==> src/rtl/i2c_cfg_seq_pkg.sv <==
// Shared definitions for the I2C power-up configuration sequencer:
// FSM encoding, command direction codes and table-entry layout.
package i2c_cfg_pkg;

    // FSM state encoding
    localparam logic [3:0] ST_IDLE    = 4'd0;
    localparam logic [3:0] ST_PWRUP   = 4'd1;
    localparam logic [3:0] ST_FETCH   = 4'd2;
    localparam logic [3:0] ST_WR_REQ  = 4'd3;
    localparam logic [3:0] ST_WR_WAIT = 4'd4;
    localparam logic [3:0] ST_RD_REQ  = 4'd5;
    localparam logic [3:0] ST_RD_WAIT = 4'd6;
    localparam logic [3:0] ST_GAP     = 4'd7;
    localparam logic [3:0] ST_NEXT    = 4'd8;
    localparam logic [3:0] ST_RETRY   = 4'd9;
    localparam logic [3:0] ST_DONE    = 4'd10;
    localparam logic [3:0] ST_FAIL    = 4'd11;

    // Command direction on cmd_rw
    localparam logic CMD_WR = 1'b0;
    localparam logic CMD_RD = 1'b1;

    // Table entry layout: {reg_addr, value}
    localparam int ENT_REG_MSB = 15;
    localparam int ENT_REG_LSB = 8;
    localparam int ENT_VAL_MSB = 7;
    localparam int ENT_VAL_LSB = 0;

    // Board video-input device
    localparam logic [6:0] DEF_DEV_ADDR = 7'h48;

    typedef struct packed {
        logic [ENT_REG_MSB-ENT_REG_LSB:0] addr;
        logic [ENT_VAL_MSB-ENT_VAL_LSB:0] val;
    } tbl_ent_t;

endpackage

==> src/rtl/i2c_cfg_seq_if.sv <==
// Command/response channel between the configuration sequencer (master)
// and the byte-level I2C engine (slave).
interface i2c_cfg_seq_if;

    logic       cmd_valid;
    logic       cmd_ready;
    logic       cmd_rw;
    logic [6:0] cmd_dev;
    logic [7:0] cmd_reg;
    logic [7:0] cmd_wdata;
    logic       rsp_valid;
    logic       rsp_nack;
    logic [7:0] rsp_rdata;

    modport master (
        output cmd_valid, cmd_rw, cmd_dev, cmd_reg, cmd_wdata,
        input  cmd_ready, rsp_valid, rsp_nack, rsp_rdata
    );

    modport slave (
        input  cmd_valid, cmd_rw, cmd_dev, cmd_reg, cmd_wdata,
        output cmd_ready, rsp_valid, rsp_nack, rsp_rdata
    );

endinterface

==> src/rtl/i2c_cfg_seq_timer.sv <==
// Loadable saturating down-counter. 'expired' is high once the count has
// reached 1 or 0, so a state that loads N and waits for 'expired' while
// enabled stays exactly N cycles (one cycle for N = 0).
module i2c_cfg_timer #(
    parameter int           W       = 16,
    parameter logic [W-1:0] RST_VAL = '0
) (
    input  logic         clk,
    input  logic         rst_n,
    input  logic         load,
    input  logic [W-1:0] load_val,
    input  logic         en,
    output logic         expired
);

    logic [W-1:0] cnt;

    // Load on state entry, otherwise count down while enabled and stop at zero
    always_ff @(posedge clk or negedge rst_n) begin
        if (!rst_n) begin
            cnt <= RST_VAL;
        end else if (load) begin
            cnt <= load_val;
        end else if (en && (cnt != '0)) begin
            cnt <= cnt - 1'b1;
        end
    end

    assign expired = (cnt <= W'(1));

endmodule

==> src/rtl/i2c_cfg_seq.sv <==
// Power-up configuration sequencer: walks an external register LUT and
// issues one I2C write per entry (optionally read back and compared),
// retrying on NACK or mismatch up to MAX_RETRY extra times per entry.
module i2c_cfg_seq
    import i2c_cfg_pkg::*;
#(
    parameter logic [6:0]  DEV_ADDR  = DEF_DEV_ADDR,
    parameter int          NUM_REGS  = 3,
    parameter logic [19:0] PWRUP_CYC = 20'd524272,
    parameter logic [15:0] GAP_CYC   = 16'd2700,
    parameter bit          VERIFY    = 1'b1,
    parameter int          MAX_RETRY = 3
) (
    input  logic          clk,
    input  logic          rst_n,
    input  logic          start,
    output logic [4:0]    tbl_idx,
    input  logic [15:0]   tbl_data,
    i2c_cfg_seq_if.master bus,
    output logic          busy,
    output logic          done,
    output logic          error,
    output logic [4:0]    err_idx
);

    localparam logic [4:0] LAST_IDX  = (NUM_REGS > 0) ? 5'(NUM_REGS - 1) : 5'd0;
    localparam logic [2:0] RETRY_LIM = 3'(MAX_RETRY);

    logic [3:0] state;
    logic [3:0] state_nx;
    logic [3:0] next_step;
    logic       fetch_ph;
    logic [2:0] retry_cnt;
    logic [4:0] idx_q;
    logic [7:0] reg_q;
    logic [7:0] val_q;
    logic       error_q;
    logic [4:0] err_idx_q;
    logic       xfer;
    logic       pwr_load;
    logic       pwr_exp;
    logic       gap_load;
    logic       gap_exp;
    tbl_ent_t   ent;

    assign ent  = tbl_ent_t'(tbl_data);
    assign xfer = bus.cmd_valid && bus.cmd_ready;

    // Timers are loaded on the edge that enters their state
    assign pwr_load = (state_nx == ST_PWRUP) && (state != ST_PWRUP);
    assign gap_load = (state_nx == ST_GAP) && (state != ST_GAP);

    i2c_cfg_timer #(
        .W       (20),
        .RST_VAL (PWRUP_CYC)
    ) u_pwrup_tmr (
        .clk      (clk),
        .rst_n    (rst_n),
        .load     (pwr_load),
        .load_val (PWRUP_CYC),
        .en       (state == ST_PWRUP),
        .expired  (pwr_exp)
    );

    i2c_cfg_timer #(
        .W       (16),
        .RST_VAL (16'd0)
    ) u_gap_tmr (
        .clk      (clk),
        .rst_n    (rst_n),
        .load     (gap_load),
        .load_val (GAP_CYC),
        .en       (state == ST_GAP),
        .expired  (gap_exp)
    );

    // Next-state decode; responses are only looked at in the two WAIT states
    always_comb begin
        state_nx = state;
        case (state)
            ST_PWRUP:   if (pwr_exp) state_nx = (NUM_REGS == 0) ? ST_IDLE : ST_FETCH;
            ST_FETCH:   if (fetch_ph) state_nx = ST_WR_REQ;
            ST_WR_REQ:  if (xfer) state_nx = ST_WR_WAIT;
            ST_WR_WAIT: if (bus.rsp_valid) state_nx = bus.rsp_nack ? ST_RETRY : ST_GAP;
            ST_RD_REQ:  if (xfer) state_nx = ST_RD_WAIT;
            ST_RD_WAIT: begin
                if (bus.rsp_valid) begin
                    state_nx = (bus.rsp_nack || (bus.rsp_rdata != val_q)) ? ST_RETRY : ST_GAP;
                end
            end
            ST_GAP:     if (gap_exp) state_nx = next_step;
            ST_NEXT:    state_nx = (idx_q == LAST_IDX) ? ST_DONE : ST_FETCH;
            ST_RETRY:   state_nx = (retry_cnt == RETRY_LIM) ? ST_FAIL : ST_GAP;
            ST_IDLE:    state_nx = ST_DONE;
            ST_DONE,
            ST_FAIL:    if (start) state_nx = ST_PWRUP;
            default:    state_nx = ST_PWRUP;
        endcase
    end

    // State register plus per-state bookkeeping (entry latch, index, retries, error)
    always_ff @(posedge clk or negedge rst_n) begin
        if (!rst_n) begin
            state     <= ST_PWRUP;
            next_step <= ST_NEXT;
            fetch_ph  <= 1'b0;
            retry_cnt <= 3'd0;
            idx_q     <= 5'd0;
            reg_q     <= 8'd0;
            val_q     <= 8'd0;
            error_q   <= 1'b0;
            err_idx_q <= 5'd0;
        end else begin
            state <= state_nx;
            case (state)
                ST_FETCH: begin
                    // First cycle covers LUT latency, second captures the entry
                    fetch_ph <= ~fetch_ph;
                    if (fetch_ph) begin
                        reg_q <= ent.addr;
                        val_q <= ent.val;
                    end
                end
                ST_WR_WAIT: begin
                    if (bus.rsp_valid && !bus.rsp_nack) begin
                        next_step <= VERIFY ? ST_RD_REQ : ST_NEXT;
                    end
                end
                ST_RD_WAIT: begin
                    if (bus.rsp_valid) next_step <= ST_NEXT;
                end
                ST_NEXT: begin
                    if (idx_q != LAST_IDX) begin
                        idx_q     <= idx_q + 5'd1;
                        retry_cnt <= 3'd0;
                    end
                end
                ST_RETRY: begin
                    if (retry_cnt == RETRY_LIM) begin
                        error_q   <= 1'b1;
                        err_idx_q <= idx_q;
                    end else begin
                        retry_cnt <= retry_cnt + 3'd1;
                        next_step <= ST_WR_REQ;
                    end
                end
                ST_DONE, ST_FAIL: begin
                    if (start) begin
                        idx_q     <= 5'd0;
                        retry_cnt <= 3'd0;
                        error_q   <= 1'b0;
                    end
                end
                default: ;
            endcase
        end
    end

    // Command fields are pure decodes of registered state, so the async
    // reset drops cmd_valid immediately and fields hold while stalled.
    assign bus.cmd_valid = (state == ST_WR_REQ) || (state == ST_RD_REQ);
    assign bus.cmd_rw    = (state == ST_RD_REQ) ? CMD_RD : CMD_WR;
    assign bus.cmd_dev   = DEV_ADDR;
    assign bus.cmd_reg   = reg_q;
    assign bus.cmd_wdata = (state == ST_RD_REQ) ? 8'd0 : val_q;

    assign tbl_idx = idx_q;
    assign busy    = !((state == ST_IDLE) || (state == ST_DONE) || (state == ST_FAIL));
    assign done    = (state == ST_DONE);
    assign error   = error_q;
    assign err_idx = err_idx_q;

endmodule
==> src/flat_wrapper.sv <==
// flat-port wrapper written by rule: the top's interface ports become plain ports
module i2c_cfg_seq_flat import i2c_cfg_pkg::*;
#(
    parameter logic [6:0]  DEV_ADDR  = DEF_DEV_ADDR,
    parameter int          NUM_REGS  = 3,
    parameter logic [19:0] PWRUP_CYC = 20'd524272,
    parameter logic [15:0] GAP_CYC   = 16'd2700,
    parameter bit          VERIFY    = 1'b1,
    parameter int          MAX_RETRY = 3
)
  (clk, rst_n, start, tbl_idx, tbl_data, busy, done, error, err_idx, bus_cmd_valid, bus_cmd_rw, bus_cmd_dev, bus_cmd_reg, bus_cmd_wdata, bus_cmd_ready, bus_rsp_valid, bus_rsp_nack, bus_rsp_rdata);
  i2c_cfg_seq_if bus_i ();
  input  logic clk;
  input  logic rst_n;
  input  logic start;
  output logic [4:0] tbl_idx;
  input  logic [15:0] tbl_data;
  output logic busy;
  output logic done;
  output logic error;
  output logic [4:0] err_idx;
  output wire logic [$bits(bus_i.cmd_valid)-1:0] bus_cmd_valid;
  output wire logic [$bits(bus_i.cmd_rw)-1:0] bus_cmd_rw;
  output wire logic [$bits(bus_i.cmd_dev)-1:0] bus_cmd_dev;
  output wire logic [$bits(bus_i.cmd_reg)-1:0] bus_cmd_reg;
  output wire logic [$bits(bus_i.cmd_wdata)-1:0] bus_cmd_wdata;
  input wire logic [$bits(bus_i.cmd_ready)-1:0] bus_cmd_ready;
  input wire logic [$bits(bus_i.rsp_valid)-1:0] bus_rsp_valid;
  input wire logic [$bits(bus_i.rsp_nack)-1:0] bus_rsp_nack;
  input wire logic [$bits(bus_i.rsp_rdata)-1:0] bus_rsp_rdata;
  assign bus_cmd_valid = bus_i.cmd_valid;
  assign bus_cmd_rw = bus_i.cmd_rw;
  assign bus_cmd_dev = bus_i.cmd_dev;
  assign bus_cmd_reg = bus_i.cmd_reg;
  assign bus_cmd_wdata = bus_i.cmd_wdata;
  assign bus_i.cmd_ready = bus_cmd_ready;
  assign bus_i.rsp_valid = bus_rsp_valid;
  assign bus_i.rsp_nack = bus_rsp_nack;
  assign bus_i.rsp_rdata = bus_rsp_rdata;
  i2c_cfg_seq #(.DEV_ADDR(DEV_ADDR), .NUM_REGS(NUM_REGS), .PWRUP_CYC(PWRUP_CYC), .GAP_CYC(GAP_CYC), .VERIFY(VERIFY), .MAX_RETRY(MAX_RETRY)) u_core (.clk(clk), .rst_n(rst_n), .start(start), .tbl_idx(tbl_idx), .tbl_data(tbl_data), .bus(bus_i), .busy(busy), .done(done), .error(error), .err_idx(err_idx));
endmodule
==> config.mk <==
export PLATFORM = sky130hd
export DESIGN_NAME = i2c_cfg_seq_flat
export DESIGN_NICKNAME = d
export VERILOG_FILES = /design/src/rtl/i2c_cfg_seq_pkg.sv /design/src/rtl/i2c_cfg_seq_if.sv /design/src/rtl/i2c_cfg_seq_timer.sv /design/src/rtl/i2c_cfg_seq.sv /design/src/flat_wrapper.sv
export SDC_FILE = /design/constraint.sdc
export NUM_CORES = 1
export LEC_CHECK = 0
export CAP_MARGIN = 20
export CORE_MARGIN = 2
export CORE_UTILIZATION = 35
export DETAILED_ROUTE_END_ITERATION = 6
export HOLD_SLACK_MARGIN = 0.1
export PLACE_DENSITY = 0.57
export SLEW_MARGIN = 20
export SYNTH_ARGS = -nofsm -noshare
export SYNTH_HDL_FRONTEND = slang
export SYNTH_SLANG_ARGS = --single-unit
export TNS_END_PERCENT = 20
==> constraint.sdc <==
create_clock -name clk -period 2.5 [get_ports clk]
set_input_delay 0.5 -clock clk [delete_from_list [all_inputs] [get_ports clk]]
set_output_delay 0.5 -clock clk [all_outputs]
set_load 0.02 [all_outputs]
==> key figures, run 1 <==
Critical path
  – Crit-path max FO: 15
  – Crit Path Category: flop to flop
  – Most used cell, CP: or3_4
  – CP required: 2.75 ns
  – CP Launch Type: flop
  – Crit-path cells: or3_4 -> or4_4 -> or3_4 -> a221oi_4 -> nand3b_4 -> o21ai_0
  – Reg2reg end: u_core.u_pwrup_tmr.cnt[16]
  – Reg2reg path depth: 6
  – Max stage delay on crit path: between 0.4 and 0.5 ns
  – Critical R2R Launch: u_core.u_gap_tmr.cnt[4]
  – Setup crit end kind: flop
  – R2R setup slack: roughly 0.043 ns
  – Critical path's slowest cell: or4_4
  – Crit path DAT: 2.71 ns

Drt
  – Via Count: 3348
  – DR iter-0 viols: 165
  – Via density: a little over 5
  – DRC Markers: 0
  – Detail Route Antenna Nets: 0
  – Router iterations before antenna repair: 4
  – WL final: ~9.5 mm
  – Drt wl/cell: 14.4 um

STA
  – Clk_skew: between 0.006 and 0.007 ns
  – Final worst path period need: around 2.5 ns
  – Max Fclk: between 400 and 500 MHz
  – Max-slew violation count: 0
  – Number of hold violations in the final report: 0
  – Setup_tns: 0 ns
  – Final count of negative-setup-slack endpoints: 0
  – Fin crit share: a little over nine tenths
  – Relative slew margins: 45.8%
  – Slew at the pin closest to its max-slew limit: ~0.81 ns
  – RSZ-0062 raised after global routing: true
  – Hold_ws: between 0.2 and 0.25 ns

Synthesis
  – YS warnings: 0
  – Mapped Avg Cell Area: around 10 um2
  – Mux cell area share after synthesis: 6.26%
  – Yosys top cell by area: dfrtp_1
  – EDFF count, synth: 0
  – Most frequent cells after synthesis: 58 x dfrtp_1, 34 x xor2_1, 27 x nand2_1
  – Top-count cell post-synth: dfrtp_1
  – Synth Area in Simple Gates: 18.7%
  – Synth top area share: ~34%
  – Synthesis-stage register bit count: 75
  – Post-synthesis compound-gate area fraction: approximately 13%
  – Top post-synthesis cells by area: dfrtp_1 34%, dfstp_2 11%, xor2_1 7.0%
  – Seq/Total Area, Yosys: between 40% and 50%
  – Synth Flop Type: dfrtp_1
  – Post-synthesis async set-or-reset flop share: 100%
  – Post-Syn Instances: 415
  – Xor/xnor share of the synthesized area: 9.68%
  – Post-synth cell types: between 60 and 70
  – Largest family of logic cells by synthesized area: simple AND/OR/NAND/NOR gates
  – Adder-cell share of the synthesized area: under 10%
  – Syn Std Cell Area: roughly 0.0043 mm2

GRT
  – Gr usage total: between 10% and 20%
  – Vias in the first global route: ~3300
  – First-pass GRT wire length: 15.9 mm
  – Largest net degree at the start of global routing: between 60 and 70
  – Initial antenna violation count: 0
  – Overflow after GRT: 0

Floorplan
  – Core ar.: 0.0120 mm2
  – Starting density of the core: around 36%
  – I/O Pins: between 60 and 70
  – Die height: approximately 110 um
  – Die area: ~0.013 mm2
  – Die extent in x: ~110 um
  – # rows: 40

Finish
  – Final nets: roughly 550
  – Max reg flops: 20
  – N_diodes: 0
  – Largest register by flop count: u_core.u_pwrup_tmr.cnt
  – Largest registers: u_core.u_pwrup_tmr.cnt: 20 flops, u_core.u_gap_tmr.cnt: 16 flops
  – Fin util: 46.8%
  – Area Growth Syn to Fin: 31.5%
  – Layout cell share with drive strength beyond 1: 24.0%

CTS
  – Clk Latency, worst-skew pair: about 0.34 ns
  – Root buffer cell: clkbuf_16
  – H-Tree Depth: 3
  – Clock sink total: 75
  – Reg clk slew, reported paths: ~0.060 ns
  – CTS Buffer Depth: 2
  – CTS Hold Buffers Added: 0
  – TritonCTS clock tree: yes
  – CTS buffer count: 9

Place
  – Detailed Place HPWL: between 6 and 7 mm
  – Placer Congestion: about 0.80
  – PortBufs: 60

Min path
  – Worst hold path class: input pin to async pin

Power
  – Worst IR Drop VDD: 0.349 mV
  – Lkg Pwr: 2.38 nW
  – Pwr Density: slightly below 500 mW/mm2

Outcome
  – Status: complete, no violations

Flow run
  – Max Cap Viol: 0
==> how the worst max path moves through the flow <==
stage | startpoint | depth (start not counted) | end | slack, ns
finish | u_core.u_gap_tmr.cnt[4] | 6 | u_core.u_pwrup_tmr.cnt[16] | 0.04
global route | u_core.u_gap_tmr.cnt[4] | 6 | u_core.u_pwrup_tmr.cnt[13] | -0.05
CTS | u_core.u_gap_tmr.cnt[4] | 8 | u_core.u_pwrup_tmr.cnt[16] | -0.002
detailed placement | bus_rsp_rdata[6] | 9 | u_core.u_gap_tmr.cnt[4] | -0.08
global placement | bus_rsp_rdata[6] | 9 | u_core.u_gap_tmr.cnt[12] | -0.06
floorplan | u_core.u_gap_tmr.cnt[4] | 8 | u_core.u_pwrup_tmr.cnt[10] | 0.04
==> stage by stage <==
step                cell area (um2)  setup slack [ns]  power, mW  std cells
detailed placement             5220           -0.0803       1.45        643
global placement               5220           -0.0607       1.45        643
global route                   5600           -0.0518       2.82        660
CTS                            5520          -0.00197       2.74        658
finish                         5600            0.0425       2.70        660
floorplan                      4270            0.0387       1.35        420
==> timing repair <==
| item | 4_1_cts | 5_1_grt |
|---|---|---|
| gates cloned | 0 | 0 |
| endpoints found under the setup margin | 27 | 48 |
| buffers inserted | 0 | 2 |
| gates resized for setup | 3 | 17 |
| pin swaps | 0 | 3 |
==> kinds of logic (layout without fill, tap and decap cells) <==
| family | count (synthesis) | count (layout) |
|---|---|---|
| simple gates | 142 | 142 |
| compound gates | 80 | 80 |
| flops | 75 | 75 |
| xor+xnor | 47 | 47 |
| buf+inv | 35 | 128 |
| mux | 24 | 24 |
| fa+ha+maj | 10 | 10 |
| other cells | 2 | 7 |
==> area by class of cell <==
type                       count  area [um2]
fill                        1137        6370
multi-input combinational    310        2200
sequential                    75        1900
timing repair buffer          98         960
clock buffer                   9         225
tap                          147         184
clock inverter                 6        67.6
inverter                      15        56.3
==> layout by cell type (no fill, tap or decap), drive strengths merged, types with 11 or more instances in the layout <==
master / Yosys / layout
nand2: 27 / 27
dfstp: 17 / 17
nand3: 11 / 11
inv: 15 / 15
nor3: 12 / 12
dlymetal6s2s: 0 / 11
xor2: 34 / 34
dfrtp: 58 / 58
mux2: 21 / 21
xnor2: 13 / 13
buf: 13 / 39
clkdlybuf4s50: 0 / 47
nor2b: 14 / 14
o21ai: 29 / 29
nor2: 25 / 25
a21oi: 22 / 22
==> where the power goes <==
| group | switching [mW] | leakage, nW | internal, mW |
|---|---|---|---|
| sequential | 0.0153 | 0.886 | 1.24 |
| clock | 0.507 | 0.137 | 0.768 |
| combinational | 0.0855 | 1.35 | 0.0936 |
==> layer usage <==
metal	share of wire (%)	GRT usage, %
met2	49	25.4
met1	46	20.0
met4	1.6	4.72
met3	2.7	3.71
met5	0	0
==> critical path, delay by kind of cell (launching register included) <==
kind | cells | cell delay, ns
AOI/OAI and AO/OA | 2 | 0.45
DFF | 1 | 0.40
and+or+nand+nor | 4 | 1.52
Note: power is estimated with default switching activity, not from simulation.
==> run 2: changes to the inputs <==
==> constraint.sdc (replaced) <==
create_clock -name clk -period 2.2 [get_ports clk]
set_input_delay 0.44 -clock clk [delete_from_list [all_inputs] [get_ports clk]]
set_output_delay 0.44 -clock clk [all_outputs]
set_load 0.02 [all_outputs]
==> run 2 against run 1 <==
Clock skew increased by 0.0011 ns. Combinational power increased by 20%. Via count increased by 3.1%. Sequential share of layout area decreased by 0.94 points. The run now ends with setup timing left. Register-to-register slack got worse by 0.34 ns. Flip-flop and latch count unchanged. Count of clock-buffer cells in the layout increased by 2. Non-clock buffer count increased by 33.
==> key figures, run 2 (synthesized netlist as in run 1, its figures left out) <==
Floorplan
  – Die extent in x: 114 um (unchanged)
  – Die height: 114 um (unchanged)
  – I/O Pins: 68 (unchanged)
  – Starting density of the core: 35.6% (unchanged)
  – Core ar.: 0.0120 mm2 (unchanged)
  – Die area: 0.0131 mm2 (unchanged)
  – # rows: 40 (unchanged)

GRT
  – GR Util met1: 21.1% (+1.1 points)
  – First-pass GRT wire length: 17.0 mm (+6.9%)
  – M3 GR Usage: 3.71% (unchanged)
  – Largest net degree at the start of global routing: 39 (-41%)
  – Met2 GRT Util: 26.8% (+1.4 points)
  – Gr usage total: 16.2% (+0.81 points)
  – Initial antenna violation count: 0 (unchanged)
  – Most Crowded Layer GR: met2
  – Overflow after GRT: 0 (unchanged)
  – Vias in the first global route: 3530 (+8.2%)

Critical path
  – Crit path from: u_core.u_gap_tmr.cnt[4]
  – Crit-path cells: or3_4 -> or4_4 -> or3_4 -> a221oi_4 -> a22oi_2 -> buf_12 -> a21oi_2
  – Delay-heaviest family, CP: simple AND/OR/NAND/NOR gates
  – Crit-path max FO: 10 (-5)
  – Most used cell, CP: or3_4
  – Crit path DAT: 2.77 ns (+0.06 ns)
  – Crit Path Category: flop to flop
  – Reg2reg path depth: 7 (+1)
  – R2R setup slack: -0.30 ns (-0.34 ns)
  – Max stage delay on crit path: 0.46 ns (+0.02 ns)
  – CP required: 2.47 ns (-0.28 ns)
  – Reg2reg end: u_core.u_gap_tmr.cnt[4]
  – Critical R2R Launch: u_core.u_gap_tmr.cnt[4]
  – Critical path's slowest cell: or4_4
  – Setup crit end kind: flop
  – CP bufs+invs: 1 (+1)
  – CP Launch Type: flop

Min path
  – Hold depth: 1
  – Worst hold path class: flop to flop
  – Hold path endpoint: u_core.retry_cnt[0]
  – Min-Delay Startpoint: u_core.retry_cnt[0]

Drt
  – Via density: 4.97 (-1.9%)
  – DRC Markers: 0 (unchanged)
  – WL final: 9.73 mm (+2.3%)
  – Via Count: 3452 (+3.1%)
  – DR iter-0 viols: 152 (-7.9%)
  – Detail Route Antenna Nets: 0 (unchanged)
  – Router iterations before antenna repair: 5 (+1)
  – Drt wl/cell: 14.0 um (-2.7%)

Outcome
  – Failing checks: setup timing
  – Status: finished, violations left

Finish
  – Largest registers: u_core.u_pwrup_tmr.cnt: 20 flops, u_core.u_gap_tmr.cnt: 16 flops
  – Commonest non-fill, non-tap cell in the layout: buf_4
  – Final nets: 582 (+6.0%)
  – Max reg flops: 20 (unchanged)
  – N_diodes: 0 (unchanged)
  – Fin cells: 694 (+5.2%)
  – Commonest cells after routing, fill and taps aside: 67 x buf_4, 57 x dfrtp_1, 47 x clkdlybuf4s50_1
  – Largest register by flop count: u_core.u_pwrup_tmr.cnt
  – Area Growth Syn to Fin: 35.3%
  – Layout cell share with drive strength beyond 1: 30.3% (+6.4 points)

STA
  – Fin crit share: 114% (+15 points)
  – Slew at the pin closest to its max-slew limit: 0.786 ns (-0.0222 ns)
  – Final worst slack: -0.300 ns (-0.342 ns)
  – Max Fclk: 400 MHz (-1.7%)
  – Clk_skew: 0.00723 ns (+0.00111 ns)
  – Relative slew margins: 47.3% (+1.5 points)
  – Max-slew violation count: 0 (unchanged)
  – Number of hold violations in the final report: 0 (unchanged)
  – RSZ-0062 raised after global routing: true
  – Final worst path period need: 2.50 ns (+0.0421 ns)
  – Final count of negative-setup-slack endpoints: 37 (+37)

CTS
  – TritonCTS clock tree: yes
  – CTS Buffer Depth: 2 (unchanged)
  – H-Tree Depth: 3 (unchanged)
  – Clock sink total: 75 (unchanged)
  – Reg clk slew, reported paths: 0.06 ns (about the same)
  – Root buffer cell: clkbuf_16
  – CTS buffer count: 9 (unchanged)
  – Clk Latency, worst-skew pair: 0.34 ns (about the same)

Place
  – Detailed Place HPWL: 7.18 mm (+5.0%)
  – DP Cell Count: 675 (+5.0%)
  – Placer Congestion: 0.816 (+1.6%)
  – Pre-CTS setup slack: -0.416 ns (-0.335 ns)
  – PortBufs: 60 (unchanged)

Power
  – Worst IR Drop VDD: 0.394 mV (+13%)
  – Lkg Pwr: 2.42 nW (+1.8%)
  – Pwr Density: 527 mW/mm2 (+8.9%)

Flow run
  – Max Cap Viol: 0 (unchanged)
run 2: metal layers:
| metal | up-vias | wire length [um] |
|---|---|---|
| met5 | - | 0 |
| met4 | 0 | 150 |
| met3 | 14 | 249 |
| met2 | 49 | 4770 |
| met1 | 1682 | 4560 |
| li1 | 1707 | - |
run 2: worst register-to-register path: stages, from the launching register on:
cell and delay (ns):
dfrtp_1 0.38, or3_4 0.39, or4_4 0.46, or3_4 0.40, a221oi_4 0.34, a22oi_2 0.14, buf_12 0.18, a21oi_2 0.14
run 2: final cells by class:
| type | count | area (um2) |
|---|---|---|
| timing repair buffer | 131 | 1130 |
| clock inverter | 5 | 38.8 |
| clock buffer | 11 | 243 |
| tap | 147 | 184 |
| inverter | 15 | 56.3 |
| fill | 1115 | 6210 |
| sequential | 75 | 1900 |
| multi-input combinational | 310 | 2200 |
run 2: repair_timing:
| item | CTS | global route |
|---|---|---|
| hold buffers | 1 | 0 |
| gates resized for setup | 33 | 16 |
| cloned | 0 | 0 |
| setup endpoints to repair | 50 | 47 |
| hold endpoints to repair | 22 | 0 |
| pin swaps | 8 | 6 |
| buffers inserted | 1 | 1 |
run 2: through the flow:
stage          hold WS (ns)  power, mW  TNS [ns]  utilization [%]  cell area [um2]
3_5_place_dp          0.439       1.67    -13.80             45.7             5460
4_1_cts               0.495       3.08     -9.73             48.3             5780
5_1_grt               0.495       3.16    -12.32             48.1             5750
6_report              0.486       3.03     -9.18             48.1             5750
2_1_floorplan         0.144       1.53     -8.05                -             4270
3_3_place_gp          0.436       1.66    -11.31             45.7             5460
run 2: where the power goes:
group	switching, mW	internal, mW	leakage [nW]
sequential	0.0146	1.40	0.886
combinational	0.102	0.112	1.41
clock	0.601	0.796	0.124
run 2: how the worst max path moves through the flow:
| stage | end | cells after the start |
|---|---|---|
| 2_1_floorplan | u_core.u_pwrup_tmr.cnt[10] | 8 |
| 3_3_place_gp | u_core.u_gap_tmr.cnt[1] | 8 |
| 3_5_place_dp | u_core.u_gap_tmr.cnt[14] | 8 |
| 4_1_cts | u_core.u_gap_tmr.cnt[10] | 7 |
| 5_1_grt | u_core.u_gap_tmr.cnt[12] | 7 |
| 6_report | u_core.u_gap_tmr.cnt[4] | 7 |
